### src/rtl/network_bank_out.sv
// Gather stage of a banked memory network: routes each bank's read word back to
// the lane that addressed it, RD_LAT cycles after the request, with sticky error flags.
`ifndef P
`define P 2
`endif
`ifndef DATA_WIDTH
`define DATA_WIDTH 8
`endif
`ifndef MAP
`define MAP 3
`endif

module network_bank_out #(
    parameter int N_LANES = 2*`P,
    parameter int W       = `DATA_WIDTH,
    parameter int SELW    = `MAP,
    parameter int RD_LAT  = 1
) (
    input  logic                   clk,
    input  logic                   rst,
    input  logic                   in_valid,
    input  logic [N_LANES*SELW-1:0] BI_bus,
    input  logic [N_LANES*W-1:0]   bank_data_bus,
    input  logic                   err_clr,
    output logic                   out_valid,
    output logic [N_LANES*W-1:0]   out_data_bus,
    output logic                   conflict_err,
    output logic                   range_err
);

    logic [RD_LAT-1:0]        vld_pipe_q;
    logic [N_LANES*SELW-1:0]  bi_pipe_q [RD_LAT];
    logic [N_LANES*SELW-1:0]  bi_del_s;
    logic                     vld_del_s;
    logic [N_LANES*W-1:0]     gather_d;
    logic                     conflict_d;
    logic                     range_d;
    logic                     out_valid_q;
    logic [N_LANES*W-1:0]     out_data_q;
    logic                     conflict_q;
    logic                     range_q;

    assign bi_del_s  = bi_pipe_q[RD_LAT-1];
    assign vld_del_s = vld_pipe_q[RD_LAT-1];

    // Request pipeline: bank indices travel alongside the bank read latency.
    always_ff @(posedge clk or posedge rst) begin
        if (rst) begin
            vld_pipe_q <= '0;
            for (int k = 0; k < RD_LAT; k++) begin
                bi_pipe_q[k] <= '0;
            end
        end else begin
            vld_pipe_q[0] <= in_valid;
            bi_pipe_q[0]  <= BI_bus;
            for (int k = 1; k < RD_LAT; k++) begin
                vld_pipe_q[k] <= vld_pipe_q[k-1];
                bi_pipe_q[k]  <= bi_pipe_q[k-1];
            end
        end
    end

    // Gather mux: an out-of-range index matches no bank, leaving the lane at zero.
    always_comb begin
        gather_d = '0;
        for (int i = 0; i < N_LANES; i++) begin
            for (int b = 0; b < N_LANES; b++) begin
                gather_d[i*W +: W] = gather_d[i*W +: W] |
                    ({W{{1'b0, bi_del_s[i*SELW +: SELW]} == (SELW+1)'(b)}} & bank_data_bus[b*W +: W]);
            end
        end
    end

    // Error detection on the incoming request, widened so N_LANES == 2**SELW still compares correctly.
    always_comb begin
        conflict_d = 1'b0;
        range_d    = 1'b0;
        for (int i = 0; i < N_LANES; i++) begin
            range_d = range_d | ({1'b0, BI_bus[i*SELW +: SELW]} >= (SELW+1)'(N_LANES));
            for (int j = i + 1; j < N_LANES; j++) begin
                conflict_d = conflict_d | (BI_bus[i*SELW +: SELW] == BI_bus[j*SELW +: SELW]);
            end
        end
        conflict_d = conflict_d & in_valid;
        range_d    = range_d & in_valid;
    end

    // Output register and sticky flags; a fresh error outranks err_clr.
    always_ff @(posedge clk or posedge rst) begin
        if (rst) begin
            out_valid_q <= 1'b0;
            out_data_q  <= '0;
            conflict_q  <= 1'b0;
            range_q     <= 1'b0;
        end else begin
            out_valid_q <= vld_del_s;
            if (vld_del_s) begin
                out_data_q <= gather_d;
            end else begin
                out_data_q <= out_data_q;
            end
            conflict_q <= conflict_d | (conflict_q & ~err_clr);
            range_q    <= range_d | (range_q & ~err_clr);
        end
    end

    assign out_valid    = out_valid_q;
    assign out_data_bus = out_data_q;
    assign conflict_err = conflict_q;
    assign range_err    = range_q;

endmodule

### config.mk
export PLATFORM = sky130hd
export DESIGN_NAME = network_bank_out
export DESIGN_NICKNAME = d
export VERILOG_FILES = /design/src/rtl/network_bank_out.sv
export SDC_FILE = /design/constraint.sdc
export NUM_CORES = 1
export LEC_CHECK = 0
export CORE_MARGIN = 2
export CORE_UTILIZATION = 41
export DETAILED_ROUTE_END_ITERATION = 8
export PLACE_DENSITY = 0.7
export SLEW_MARGIN = 10
export SYNTH_ARGS = -nofsm -noshare
export SYNTH_HDL_FRONTEND = slang
export SYNTH_SLANG_ARGS = --single-unit
### constraint.sdc
create_clock -name clk -period 2.7 [get_ports clk]
set_clock_uncertainty 0.15 [all_clocks]
set_input_delay 0.27 -clock clk [delete_from_list [all_inputs] [get_ports clk]]
set_output_delay 0.27 -clock clk [all_outputs]
set_load 0.005 [all_outputs]
==> results.toml <==
[sta]
fmax_mhz = 555
timing.final.crit_period_ns = 1.80
setup_tns_ns = 0
hold_ws_ns = 0.279
setup_viol = 0
relSlewSlack_pct = 60.6
slew_viol_final = 0
tightestPinTransition_ns = 0.591
final.period_utilization_pct = 66.7
rsz0062_at_grt = "no"
finalHoldViolCount = 0

[worst_setup_path]
rr_worst_depth = 5
critical_path_required_ns = 2.73
crit_path_start_kind = "flip-flop"
endpoint_kind = "flip-flop"
slowest_delay_ns = 0.71
crit_top_cell = "a21oi_1"
critPathSlowestCell = "dfrtp_1"
crit_chain = "mux2_2, a22oi_1, nor2_1, a21oi_1, a21oi_1"
cp_max_fo = 12
cp.arrival_ns = 1.84
worstReg2RegStart = "bi_del_s[1]"
r2r-end = "out_data_bus[5]"
path_class = "reg -> reg"
r2r_slack_ns = 0.90

[floorplan]
coreArea_sq_um = 6760
initial_utilization_pct = 41.9
rows = 30
ios = 83
dieArea_sq_um = 7590
die_x_um = 87.1
die_h_um = 87.1

[synthesis]
synth_top_family_by_area = "multiplexers"
synthMuxAreaShare_pct = 17.4
synth.cell_area_sq_um = 2830
syn_inst = 281
synthXorXnorAreaFrac_pct = 5.25
synth-seq-area-share_pct = 42.4
synth_simple_gate_area_share_pct = 10.2
synthAdderAreaFrac_pct = 0.442
syn_nets = 330
ys_warn_count = 0
synth_area_per_cell_sq_um = 10.1
synth_compound_area_share_pct = 17.1
netlist-cell-type-count = 32
synth-seq-cells = 48

[clocking]
cts-root-buf = "clkbuf_8"
clock_sinks = 48
insertion_delay_ns = 0.30
cts_tree = "yes"
clk_pin_slew_ns = 0.08
postCtsSetupBuffers = 0
ctsResizeCount = 0
cts_hold_buf = 0
cts_made_buffers = 5
clockBufferDepth = 2
htreeDepth = 2

[drt]
wl_mm = 7.39
wl_per_cell_um = 16.9
drc_errors = 0
vias_per_cell = 5.43
final_antenna_net_count = 0
drt_iter0_drc = 140
first_pass_iters = 4
vias = 2366

[run]
drv_cap = 0

[place]
place.port_buffers = 82
dp_hpwl_mm = 5.59
routabilityCongestion = 0.850

[grt]
grt_pass1_wl_mm = 11.9
grt_max_degree = 49
grtUsageTotal_pct = 20.2
overflow = 0
grt_antenna_before_repair = 0
grt_pass1_vias = 2377

[cells_and_area]
drive_gt1_share_pct = 9.27
multi_input_area_sq_um = 1430
final_common_cell = "clkdlybuf4s50_1"
fin_nets = 404
mostFrequentLayoutCells = "82 x clkdlybuf4s50_1, 48 x dfrtp_1, 44 x nor2_1, 40 x a21oi_1, 23 x inv_1"
diodes = 0
regArea_sq_um = 1200
area_growth_syn_to_layout_pct = 32.5
n_fill_cell = 624
utilization_pct = 55.6

[pwr]
p_total_mw = 1.75
cellLeakagePower_nw = 1.58
ir_drop_uv = 218
p_per_area_nw_per_um2 = 467

[hold_path]
hp-class = "in -> async"

[run_status]
status = "completed"
cell usage after synthesis (all sizes together):
cell type | n | share of area [%]
a21oi | 40 | 7.1
a22o | 2 | 0.62
a22oi | 6 | 1.9
a2bb2oi | 14 | 4.3
a31oi | 3 | 0.66
and2b | 2 | 0.62
buf | 11 | 3.1
clkbuf | 7 | 0.93
dfrtp | 48 | 42
ha | 1 | 0.44
inv | 24 | 3.2
mux2 | 6 | 2.6
mux2i | 14 | 4.9
mux4 | 12 | 9.8
nand2 | 4 | 0.53
nand2b | 1 | 0.22
nand3 | 1 | 0.18
nand3b | 4 | 1.1
nor2 | 44 | 5.8
nor2b | 3 | 0.93
nor3 | 5 | 0.88
o21ai | 4 | 0.71
o22ai | 8 | 1.8
xnor2 | 9 | 2.8
xor2 | 8 | 2.5
state kept, by name, summed over array words and instances (netlist names):
| name | count |
|---|---|
| vld_del_s | 1 |
| conflict_err | 1 |
| out_data_bus | 32 |
| bi_del_s | 12 |
| range_err | 1 |
| out_valid | 1 |
layout make-up:
class	instances	area share (%)
Clock buffer	8	2.40
Sequential cell	48	32.0
Inverter	24	2.40
Multi-Input combinational cell	191	38.1
Tap cell	80	2.67
Timing Repair Buffer	85	22.5
critical path, delay by kind of cell (launching register included):
family	cells	cell delay [ns]
AO/OA/AOI/OAI	3	0.37
flip-flops	1	0.71
multiplexers	1	0.40
AND/OR/NAND/NOR	1	0.06
cell families after synthesis:
group | count (synthesis)
compound gates | 77
xor+xnor | 17
fa+ha+maj | 1
buf+inv | 42
flops | 48
mux | 32
simple gates | 64
stage by stage:
step           cell area, sq um  cells  setup WS, ns
2_1_floorplan              2830    281          1.14
3_3_place_gp               3660    428         0.842
3_5_place_dp               3660    428         0.784
4_1_cts                    3750    436         0.896
5_1_grt                    3750    436         0.785
6_report                   3750    436         0.898
layer usage:
layer | vias to the layer above | routed length, um | track usage [%]
met4 | 0 | 65 | 3.78
met5 | - | 0 | 0
met1 | 1130 | 3220 | 26.3
met3 | 7 | 532 | 5.21
met2 | 94 | 3570 | 34.6
li1 | 1135 | - | -
where the power goes:
part           internal, mW  leakage [nW]  switching [mW]
combinational         0.281         0.956           0.184
sequential            0.782         0.581          0.0637
clock                 0.209        0.0455           0.233
how the worst max path moves through the flow:
stage	start	end	slack (ns)	cells past startpoint
finish	bi_del_s[1]	out_data_bus[5]	0.90	5
global route	bi_del_s[1]	out_data_bus[3]	0.79	5
CTS	bi_del_s[1]	out_data_bus[5]	0.90	5
detailed placement	BI_bus[2]	conflict_err	0.78	7
global placement	BI_bus[2]	conflict_err	0.84	7
floorplan	rst	bi_del_s[0]	1.14	1
(Power assumes the default switching activity.)
